==> src/rtl/tty_kbd_pkg.sv <==
// -----------------------------------------------------------------------------
// tty_kbd_pkg
// Shared definitions for the TTY keyboard input path: PS/2 receiver state
// encodings, set-2 scancode constants and the ASCII control codes the decoder
// produces.
// -----------------------------------------------------------------------------
package tty_kbd_pkg;

   typedef enum logic [1:0] {
      ST_IDLE,
      ST_DATA,
      ST_PARITY,
      ST_STOP
   } rx_state_e;

   localparam logic [7:0] SC_BREAK  = 8'hF0;
   localparam logic [7:0] SC_EXT    = 8'hE0;
   localparam logic [7:0] SC_LSHIFT = 8'h12;
   localparam logic [7:0] SC_RSHIFT = 8'h59;
   localparam logic [7:0] SC_ENTER  = 8'h5A;
   localparam logic [7:0] SC_BKSP   = 8'h66;

   localparam logic [7:0] ASCII_CR  = 8'h0d;
   localparam logic [7:0] ASCII_BS  = 8'h08;

   function automatic logic is_shift_code(input logic [7:0] sc);
      return (sc == SC_LSHIFT) || (sc == SC_RSHIFT);
   endfunction

endpackage

==> src/rtl/scancode_to_ascii.sv <==
// -----------------------------------------------------------------------------
// scancode_to_ascii
// Combinational ROM: {shift, set-2 make code} -> ASCII, US layout.
// Returns 8'h00 for codes with no printable mapping.
//
// Ports
//   shift_i     in   1  shift key currently held
//   scancode_i  in   8  set-2 make code
//   ascii_o     out  8  ASCII character, 0 when unmapped
// -----------------------------------------------------------------------------
module scancode_to_ascii
   import tty_kbd_pkg::*;
(
   input  logic       shift_i,
   input  logic [7:0] scancode_i,
   output logic [7:0] ascii_o
);

   // Each entry holds {unshifted, shifted} as a two-character string.
   logic [15:0] pair;

   always_comb begin
      // NOTE: assigning a default before the case keeps every path driven, so no latch is inferred.
      pair = 16'h0000;
      case (scancode_i)
         8'h1C: pair = "aA";  8'h32: pair = "bB";  8'h21: pair = "cC";  8'h23: pair = "dD";
         8'h24: pair = "eE";  8'h2B: pair = "fF";  8'h34: pair = "gG";  8'h33: pair = "hH";
         8'h43: pair = "iI";  8'h3B: pair = "jJ";  8'h42: pair = "kK";  8'h4B: pair = "lL";
         8'h3A: pair = "mM";  8'h31: pair = "nN";  8'h44: pair = "oO";  8'h4D: pair = "pP";
         8'h15: pair = "qQ";  8'h2D: pair = "rR";  8'h1B: pair = "sS";  8'h2C: pair = "tT";
         8'h3C: pair = "uU";  8'h2A: pair = "vV";  8'h1D: pair = "wW";  8'h22: pair = "xX";
         8'h35: pair = "yY";  8'h1A: pair = "zZ";
         8'h16: pair = "1!";  8'h1E: pair = "2@";  8'h26: pair = "3#";  8'h25: pair = "4$";
         8'h2E: pair = "5%";  8'h36: pair = "6^";  8'h3D: pair = "7&";  8'h3E: pair = "8*";
         8'h46: pair = "9(";  8'h45: pair = "0)";
         8'h0E: pair = "`~";  8'h4E: pair = "-_";  8'h55: pair = "=+";  8'h54: pair = "[{";
         8'h5B: pair = "]}";  8'h5D: pair = {8'h5C, "|"};  8'h4C: pair = ";:";
         8'h52: pair = {8'h27, 8'h22};
         8'h41: pair = ",<";  8'h49: pair = ".>";  8'h4A: pair = "/?";
         8'h29:    pair = "  ";
         SC_ENTER: pair = {ASCII_CR, ASCII_CR};
         SC_BKSP:  pair = {ASCII_BS, ASCII_BS};
         default:  pair = 16'h0000;
      endcase
   end

   assign ascii_o = shift_i ? pair[7:0] : pair[15:8];

endmodule

==> src/rtl/tty_keyboard.sv <==
// -----------------------------------------------------------------------------
// tty_keyboard
// Input half of the TTY. Receives PS/2 set-2 frames, decodes make codes into
// ASCII while tracking shift, queues characters in a FIFO and hands them to the
// CPU through a read strobe on Memread.
//
// Parameters
//   FIFO_DEPTH      character FIFO entries (power of two, 2..64)
//   TIMEOUT_CYCLES  clocks without a PS/2 falling edge before a frame is dropped
//
// Ports
//   clk_50mhz  in   1  sole clock
//   rst        in   1  asynchronous active-high reset
//   ps2_clk    in   1  raw keyboard clock (asynchronous)
//   ps2_data   in   1  raw keyboard data (asynchronous)
//   Memread    in   1  CPU read request level; each rising edge pops one char
//   BUS        out 32  {24'h0, head character}, 0 when empty
//   ttyready   out  1  FIFO non-empty
//   overflow   out  1  sticky: a character was dropped on a full FIFO
//   frame_err  out  1  one-cycle pulse on a bad stop/parity bit or timeout
//
// Build option
//   KBD_PARITY_CHECK_EN  when defined, odd parity is enforced in the stop state;
//                        otherwise the parity bit is sampled and ignored.
// -----------------------------------------------------------------------------
module tty_keyboard
   import tty_kbd_pkg::*;
#(
   parameter int FIFO_DEPTH     = 16,
   parameter int TIMEOUT_CYCLES = 50000
) (
   input  logic        clk_50mhz,
   input  logic        rst,
   input  logic        ps2_clk,
   input  logic        ps2_data,
   input  logic        Memread,
   output logic [31:0] BUS,
   output logic        ttyready,
   output logic        overflow,
   output logic        frame_err
);

   localparam int PTR_W = $clog2(FIFO_DEPTH);
   localparam int CNT_W = PTR_W + 1;
   localparam int TO_W  = $clog2(TIMEOUT_CYCLES + 1);

   // ---------------------------------------------------------------- sync
   // ps2_clk_q[1:0] is the synchronizer, ps2_clk_q[2] the edge register.
   logic [2:0] ps2_clk_q;
   logic [1:0] ps2_data_q;
   logic       sample_stb;
   logic       rx_bit;

   always_ff @(posedge clk_50mhz or posedge rst) begin
      if (rst) begin
         ps2_clk_q  <= 3'b111;
         ps2_data_q <= 2'b11;
      end else begin
         // NOTE: state registers use non-blocking assignments so every flop samples pre-edge values.
         ps2_clk_q  <= {ps2_clk_q[1:0], ps2_clk};
         ps2_data_q <= {ps2_data_q[0], ps2_data};
      end
   end

   assign sample_stb = ps2_clk_q[2] & ~ps2_clk_q[1];
   assign rx_bit     = ps2_data_q[1];

   // ------------------------------------------------------------ receiver
   rx_state_e       state_q;
   logic [7:0]      data_sr_q;
   logic [2:0]      bit_cnt_q;
   logic [TO_W-1:0] to_cnt_q;
   logic            byte_valid_q;
   logic [7:0]      rx_byte_q;
   logic            frame_err_q;
   logic            stop_ok;

`ifdef KBD_PARITY_CHECK_EN
   logic parity_q;
   // Odd parity: data plus parity bit must carry an odd number of ones.
   assign stop_ok = rx_bit & (^{data_sr_q, parity_q});
`else
   assign stop_ok = rx_bit;
`endif

   always_ff @(posedge clk_50mhz or posedge rst) begin
      if (rst) begin
         state_q      <= ST_IDLE;
         data_sr_q    <= '0;
         bit_cnt_q    <= '0;
         to_cnt_q     <= '0;
         byte_valid_q <= 1'b0;
         rx_byte_q    <= '0;
         frame_err_q  <= 1'b0;
`ifdef KBD_PARITY_CHECK_EN
         parity_q     <= 1'b0;
`endif
      end else begin
         byte_valid_q <= 1'b0;
         frame_err_q  <= 1'b0;

         if (state_q == ST_IDLE || sample_stb) to_cnt_q <= '0;
         else                                  to_cnt_q <= to_cnt_q + 1'b1;

         if (state_q != ST_IDLE && !sample_stb && to_cnt_q == TO_W'(TIMEOUT_CYCLES - 1)) begin
            // Keyboard stalled mid-frame: abandon it and realign on the next start bit.
            state_q     <= ST_IDLE;
            frame_err_q <= 1'b1;
         end else if (sample_stb) begin
            case (state_q)
               ST_IDLE: begin
                  if (!rx_bit) begin
                     state_q   <= ST_DATA;
                     bit_cnt_q <= '0;
                  end
               end
               ST_DATA: begin
                  data_sr_q <= {rx_bit, data_sr_q[7:1]};   // LSB arrives first
                  bit_cnt_q <= bit_cnt_q + 1'b1;
                  if (bit_cnt_q == 3'd7) state_q <= ST_PARITY;
               end
               ST_PARITY: begin
`ifdef KBD_PARITY_CHECK_EN
                  parity_q <= rx_bit;
`endif
                  state_q  <= ST_STOP;
               end
               ST_STOP: begin
                  state_q <= ST_IDLE;
                  if (stop_ok) begin
                     byte_valid_q <= 1'b1;
                     rx_byte_q    <= data_sr_q;
                  end else begin
                     frame_err_q  <= 1'b1;
                  end
               end
               default: state_q <= ST_IDLE;
            endcase
         end
      end
   end

   // ------------------------------------------------------------- decoder
   logic       brk_q;
   logic       ext_q;
   logic       shift_q;
   logic [7:0] rom_ascii;
   logic       is_prefix;
   logic       push_req;

   scancode_to_ascii u_rom (
      .shift_i    (shift_q),
      .scancode_i (rx_byte_q),
      .ascii_o    (rom_ascii)
   );

   assign is_prefix = (rx_byte_q == SC_BREAK) || (rx_byte_q == SC_EXT);
   assign push_req  = byte_valid_q && !is_prefix && !brk_q && !ext_q &&
                      !is_shift_code(rx_byte_q) && (rom_ascii != 8'h00);

   always_ff @(posedge clk_50mhz or posedge rst) begin
      if (rst) begin
         brk_q   <= 1'b0;
         ext_q   <= 1'b0;
         shift_q <= 1'b0;
      end else if (byte_valid_q) begin
         if (rx_byte_q == SC_BREAK) begin
            brk_q <= 1'b1;
         end else if (rx_byte_q == SC_EXT) begin
            ext_q <= 1'b1;
         end else begin
            brk_q <= 1'b0;
            ext_q <= 1'b0;
            if (brk_q) begin
               if (is_shift_code(rx_byte_q)) shift_q <= 1'b0;
            end else if (!ext_q && is_shift_code(rx_byte_q)) begin
               shift_q <= 1'b1;
            end
         end
      end
   end

   // ---------------------------------------------------------------- FIFO
   logic [7:0]       mem_q [FIFO_DEPTH];
   logic [PTR_W-1:0] wr_ptr_q;
   logic [PTR_W-1:0] rd_ptr_q;
   logic [CNT_W-1:0] count_q;
   logic             overflow_q;
   logic             rd_flag_q;
   logic [7:0]       head_q;
   logic             ttyready_q;
   logic             full;
   logic             pop_req;
   logic             pop_ok;
   logic             push_ok;
   logic [CNT_W-1:0] count_after_pop;
   logic [PTR_W-1:0] head_idx;

   // Memread is driven from this clock domain, so it is edge-detected directly.
   assign full     = (count_q == CNT_W'(FIFO_DEPTH));
   assign pop_req  = Memread & ~rd_flag_q;
   assign pop_ok   = pop_req & (count_q != '0);
   // A pop in the same cycle frees the slot, so a full FIFO still accepts the push.
   assign push_ok  = push_req & (~full | pop_ok);

   // The output register looks past this cycle's pop so BUS advances on the
   // cycle after the read edge; pushes show up one cycle after they land.
   assign count_after_pop = count_q - CNT_W'(pop_ok);
   assign head_idx        = rd_ptr_q + PTR_W'(pop_ok);

   // NOTE: storage array has no reset; only pointers and count define validity.
   always_ff @(posedge clk_50mhz) begin
      if (push_ok) mem_q[wr_ptr_q] <= rom_ascii;
   end

   always_ff @(posedge clk_50mhz or posedge rst) begin
      if (rst) begin
         wr_ptr_q   <= '0;
         rd_ptr_q   <= '0;
         count_q    <= '0;
         overflow_q <= 1'b0;
         rd_flag_q  <= 1'b0;
         head_q     <= 8'h00;
         ttyready_q <= 1'b0;
      end else begin
         rd_flag_q <= Memread;
         if (push_ok) wr_ptr_q <= wr_ptr_q + 1'b1;
         if (pop_ok)  rd_ptr_q <= rd_ptr_q + 1'b1;
         count_q <= count_q + CNT_W'(push_ok) - CNT_W'(pop_ok);
         if (push_req && !push_ok) overflow_q <= 1'b1;
         ttyready_q <= (count_after_pop != '0);
         head_q     <= (count_after_pop != '0) ? mem_q[head_idx] : 8'h00;
      end
   end

   assign BUS       = {24'h0, head_q};
   assign ttyready  = ttyready_q;
   assign overflow  = overflow_q;
   assign frame_err = frame_err_q;

endmodule

==> config.mk <==
export PLATFORM = sky130hd
export DESIGN_NAME = tty_keyboard
export DESIGN_NICKNAME = d
export VERILOG_FILES = /design/src/rtl/tty_kbd_pkg.sv /design/src/rtl/scancode_to_ascii.sv /design/src/rtl/tty_keyboard.sv
export SDC_FILE = /design/constraint.sdc
export NUM_CORES = 1
export LEC_CHECK = 0
export BUFFER_PORTS_ARGS = -buffer_cell sky130_fd_sc_hd__buf_2
export CAP_MARGIN = 20
export CORE_MARGIN = 2
export CORE_UTILIZATION = 35
export CTS_CLUSTER_DIAMETER = 150
export DETAILED_ROUTE_END_ITERATION = 7
export PLACE_DENSITY = 0.6
export SLEW_MARGIN = 20
export SYNTH_ARGS = -nofsm -noshare
export SYNTH_HDL_FRONTEND = slang
export SYNTH_SLANG_ARGS = --single-unit
export TNS_END_PERCENT = 100
==> constraint.sdc <==
create_clock -name clk_50mhz -period 6.89 [get_ports clk_50mhz]
set_clock_uncertainty 0.1 [all_clocks]
set_input_delay 1.0335 -clock clk_50mhz [delete_from_list [all_inputs] [get_ports clk_50mhz]]
set_output_delay 1.0335 -clock clk_50mhz [all_outputs]
set_load 0.1 [all_outputs]
After elaboration in Yosys (flattened, before gate mapping)
Memory sizes are Yosys's and may differ from the RTL's.
Index checks and enable logic that the tools add are counted.
{ "totals": {"ramBits": 128, "memories": 2, "output_inout_bits": 35, "romBits": 1792, "regBits": 71, "elab_cells": 115, "inputBits": 5} }
{ "memory_table": {"columns": ["memory", "words", "width", "read_ports", "rd_clocked_by_memory_dff", "wr", "line", "source"], "rows": [
  ["(no name shown)", 128, 14, 1, 0, 0, "scancode_to_ascii.sv:25", "case (scancode_i)"],
  ["mem_q", 16, 8, 1, 0, 1, "tty_keyboard.sv:184", "logic [7:0] mem_q [FIFO_DEPTH];"]
]} }
{ "classes": {"eq_ne": 15, "addsub": 8, "n_reduce_logical": 33, "bitwise": 11, "mux": 27} }
{ "ops": {"columns": ["op", "count"], "rows": [
  ["16-bit 2-to-1 mux", 2],
  ["16-bit by 1-bit adder with 16-bit output, second input constant", 1],
  ["16-bit == test, second input constant", 1],
  ["8-bit == test, second input constant", 2],
  ["1-bit 2-to-1 mux", 16],
  ["8-bit 2-to-1 mux", 2],
  ["5-bit nonzero test", 2],
  ["5-bit by 1-bit subtractor with 5-bit output", 2],
  ["1-bit logical AND", 9],
  ["4-bit by 1-bit adder with 4-bit output, second input constant", 2],
  ["8-bit by 5-bit == test with 1-bit output, second input constant", 1],
  ["8-bit by 7-bit == test with 1-bit output, second input constant", 1],
  ["2-bit 2-to-1 mux", 4],
  ["2-bit one-hot mux with 4 select lines", 1],
  ["4-bit AND reduction", 2],
  ["2-bit nonzero test", 4],
  ["8-bit nonzero test", 1],
  ["1-bit logical NOT", 6],
  ["1-bit inverter", 6],
  ["3-bit one-hot mux with 2 select lines", 1],
  ["3-bit AND reduction", 2],
  ["5-bit by 1-bit adder with 5-bit output", 1],
  ["5-bit == test, second input constant", 1],
  ["5-bit AND reduction", 1],
  ["other kinds (15)", 23]
]} }

Depth between registers and ports, before layout
{ "depth": {"word_depth": 11, "depth_mapped": 23, "mapped_depth_nobuf": 21} }

Cells and area by module
From an unflattened synthesis, not the netlist that was laid out.
{ "hier_totals": {"cells_unflattened": 763, "hier_area_um2": 10018.4} }
{ "modules_own_cells": {"columns": ["module", "instances", "area_each_um2", "cells_per_inst", "seq_area_each_um2"], "rows": [
  ["tty_keyboard", 1, 8408.1, 527, 5626.6],
  ["scancode_to_ascii", 1, 1610.3, 236, 0.0]
]} }

Worst setup path after synthesis
OpenSTA, ideal clock, no wires.
{ "synth_timing": {"path_kind": "register to register", "start": "register rx_byte_q[1]", "end": "register count_q[4]", "period_less_slack_ns": 4.706, "path_slack_ns": 2.184, "required_ns": 6.667, "arrival_ns": 4.483, "path_buffers": 2, "setup_time_ns": 0.123, "path_stages_with_launch": 24, "path_cell_list": "dfrtp_1 buf_2 inv_1 ha_1 clkbuf_1 nor3_1 a311o_1 or3b_1 o21ai_0 nor4_1 a31oi_1 nor4_4 nor2_2 inv_1 ha_1 inv_1 ha_1 inv_1 fa_1 nor2_1 nor2_1 nor2_1 nor2_1 xnor2_1"} }
{ "synth_between": {"word_cells_on_any_way": 20, "cone_classes": "2 x add/sub; 4 x eq/ne; 2 x mux; 1 x bitwise; 10 x reduce/logical; 1 x memory"} }
{ "synth_rtl": {"columns": ["element", "line", "source"], "rows": [
  ["start, declared", "tty_keyboard.sv:74", "logic [7:0] rx_byte_q;"],
  ["start signal, assigned", "tty_keyboard.sv:132", "rx_byte_q <= data_sr_q;"],
  ["memory read 128 x 14 bit", null, null],
  ["16-bit 2-to-1 mux", "scancode_to_ascii.sv:25", null],
  ["8-bit 2-to-1 mux", "scancode_to_ascii.sv:47", "assign ascii_o = shift_i ? pair[7:0] : pair[15:8];"],
  ["via rom_ascii[1]", "tty_keyboard.sv:147", "logic [7:0] rom_ascii;"],
  ["8-bit nonzero test", "tty_keyboard.sv:159", "!is_shift_code(rx_byte_q) && (rom_ascii != 8'h00);"],
  ["1-bit logical AND", "tty_keyboard.sv:159", null],
  ["1-bit AND", "tty_keyboard.sv:204", "assign push_ok = push_req & (~full | pop_ok);"],
  ["5-bit by 1-bit adder with 5-bit output", "tty_keyboard.sv:229", "count_q <= count_q + CNT_W'(push_ok) - CNT_W'(pop_ok);"],
  ["5-bit by 1-bit subtractor with 5-bit output", "tty_keyboard.sv:229", null],
  ["end signal, assigned", "tty_keyboard.sv:229", null],
  ["end, declared", "tty_keyboard.sv:187", "logic [CNT_W-1:0] count_q;"]
]} }
The timed path passes the listed nets, and every way through them passes these cells.
A chain may end at the register's enable or synchronous reset.

Final worst setup path
Ends and elaborated chain as after synthesis.

==> results by group <==
Outcome
  – Status: finished, final reports clean

Critical path
  – CP arrival: about 5400 ps
  – Critical Path, Cell by Cell: inv_1, ha_1, and2_1, a211oi_1, a2111oi_0, a311oi_1, o22ai_1, buf_4, nor4_4, nor2_2, inv_1, ha_1, inv_1, ha_1, inv_1, fa_1, nor2_1, nor2_1, nor2_1, nor2_1, xnor2_1
  – CP Class: flip-flop to flip-flop
  – CP top delay family: simple AND/OR/NAND/NOR gates
  – Slowest cell on the critical path: dfrtp_1
  – WP buf/inv: 5
  – Crit path largest cell delay: 690 ps
  – Setup crit start kind: flip-flop
  – CP max FO: 17
  – Crit. End Element: flip-flop
  – CP Data Required Time: 7110 ps

CTS
  – CTS Sinks: ~180
  – Clock transition at path regs: around 80 ps
  – Setup Buffers After CTS: 0
  – CTS-repair resized insts: 0
  – Hold-fix buffers, CTS: 0
  – Skew-Pair Late Insertion Delay: around 440 ps
  – TritonCTS Buffers: 17
  – CTS tree: built
  – Root Buffer: clkbuf_16
  – H-Tree Depth: 4
  – Worst-case clock buffer depth: 2

Power and ir drop
  – Net Sw Power: between 1.5 and 2 mW
  – Gate power share: 0.374
  – Worst VDD drop: 0.157 mV
  – Leakage: 3.87 nW
  – P_int: around 2.3 mW
  – Sw Share: 0.403
  – Sequential power share: 0.369
  – Power per Cell Area: between 300 and 400 nW/um^2
  – Share of power burned in the clock network: 0.257

Die
  – Die area: 28200 um^2
  – I/O pins: 40
  – Die height: approximately 170 um
  – CORE AREA: 26700 um^2
  – Std cell rows: 60
  – Initial Util: 0.353
  – Die width: around 170 um

Layout
  – Commonest cells after routing, fill and taps aside: 112 x edfxtp_1, 80 x nand2_1, 65 x dfrtp_1, 48 x nor2_1, 36 x a21oi_1
  – Final nets: around 830
  – Multi-input gate area: approximately 3900 um^2
  – Layout cells sized above 1: 0.165
  – Area Growth Syn to Fin: 10.2%
  – Sequential Area: 5120 um^2
  – Commonest non-fill, non-tap cell in the layout: edfxtp_1
  – Fillcell total: roughly 2.5k
  – ANT cells: 0
  – Final instance area: approximately 10000 um^2

Global route
  – Initial antenna violation count: 0
  – Total grt overflow: 0
  – Global-route usage over all layers: 0.150
  – First-pass GRT wire length: ~33 mm
  – Largest net degree at the start of global routing: between 70 and 80
  – Vias in the first global route: just under 6k

Yosys
  – Asr flop ratio synth: 0.385
  – Number of synthesized register bits: around 180
  – Avg Cell Area, Syn: approximately 12 um^2
  – Main area contributors after synthesis: edfxtp_1 36%, dfrtp_1 17%, mux4_2 6.9%
  – Number of flops mapped to enable cells by yosys: about 110
  – Post-synth top flop: edfxtp_1
  – Seq/Total Area, Yosys: 0.544
  – Post-synth top area cell: edfxtp_1
  – Mapped Cells: between 700 and 800
  – Mapped Area: about 9400 um^2
  – Synth top area share: 0.357
  – Yosys warnings: 0
  – Synth cell types: 72

Routing
  – DRC viols: 0
  – First drt pass iteration count: 5
  – Remaining antenna violation count after routing: 0
  – Routed WL per cell: between 15 and 20 um
  – Via count: ~6.3k
  – Avg Vias per Cell: ~5.4
  – Routed WL: 20.3 mm
  – Initial DRC Count: ~690

STA
  – Setup TNS: 0 ps
  – Final WS setup: around 1800 ps
  – Final Slew Violations: 0
  – Final period utilization: 0.745
  – Endpoints failing setup: 0
  – Worst-Margin Slew: around 1100 ps
  – Fmax achieved: approximately 0.2 GHz
  – Min Tclk post-route: 5130 ps
  – Final hold vios: 0
  – RSZ-0062 raised after global routing: no
  – Slew HR: 0.297

Placement
  – RD Place Congestion: ~0.91
  – Port Buffers: 14
  – Post-Place Setup Slack: about 1900 ps
  – Area after DPL: 9760 um^2
  – Dpl hpwl: between 10 and 15 mm

Worst hold path
  – Hold Path Class: flip-flop to flip-flop

Job
  – MaxCap Viol Count: 0
==> path summary, 6_finish.rpt <==
kind	startpoint	to	slack (ps)	cells past startpoint
min in group asynchronous	rst	overflow	770	3
hold / removal	ps2_clk_q[0]	ps2_clk_q[1]	260	0
hold reg to reg	ps2_clk_q[0]	ps2_clk_q[1]	260	0
max in group asynchronous	rst	count_q[1]	5340	3
setup / recovery	rx_byte_q[1]	count_q[4]	1760	21
setup reg to reg	rx_byte_q[1]	count_q[4]	1760	21
==> logic make-up after synthesis <==
group	Yosys count	synth area share
xor gates and xnor gates	24	0.0223
muxes	51	0.0958
other	1	0.000398
DFF	182	0.544
AOI/OAI and AO/OA	134	0.0929
adders and majority gates	32	0.0433
buffers and inverters	105	0.0574
and+or+nand+nor	263	0.144
==> synth_stat cells, types with 13 or more instances <==
library cell and number:
mux2_2 19, a21oi_1 36, dfrtp_1 65, edfxtp_1 112, mux4_2 29, o21ai_0 32, nand3_1 26, buf_4 25
clkbuf_1 25, inv_1 34, and3_1 13, ha_1 31, nor2_1 48, xor2_1 15, nor2b_1 14, nand2_1 80
==> sequential cells by signal, indices dropped and copies added (netlist names), 2 cells and up <==
register    count
bit_cnt_q       3
count_q         5
rd_ptr_q        4
to_cnt_q       16
ps2_clk_q       3
wr_ptr_q        4
rx_byte_q       8
state_q         2
head_q          7
ps2_data_q      2
data_sr_q       8
mem_q         112
==> layer usage <==
metal	routed length [um]	global-route usage
met1	8950	0.201
met2	9460	0.239
met3	1400	0.0313
met4	520	0.0571
met5	0	0
==> layout make-up <==
type,count,share of cell area
sequential,182,0.494
multi-input combinational,529,0.373
tap,341,0.0411
clock buffer,17,0.0410
timing repair buffer,33,0.0205
clock inverter,15,0.0184
inverter,34,0.0124
==> through the flow <==
step,cells,util,hold slack (ps),power (mW)
final,1151,0.389,258,3.89
after global routing,1151,0.389,262,4.11
after CTS,1151,0.389,258,3.91
after detailed placement,1119,0.366,247,2.91
after global placement,1119,0.366,247,2.90
after floorplan,816,-,245,2.60
==> power by group through the flow <==
stage / logic [mW] / clock network [mW] / registers [mW]
after floorplan: 1.05 / 0 / 1.55
after global placement: 1.45 / 0 / 1.46
after detailed placement: 1.45 / 0 / 1.46
after CTS: 1.46 / 1.02 / 1.43
after global routing: 1.58 / 1.07 / 1.45
final: 1.45 / 0.998 / 1.43
(Power assumes the default switching activity.)
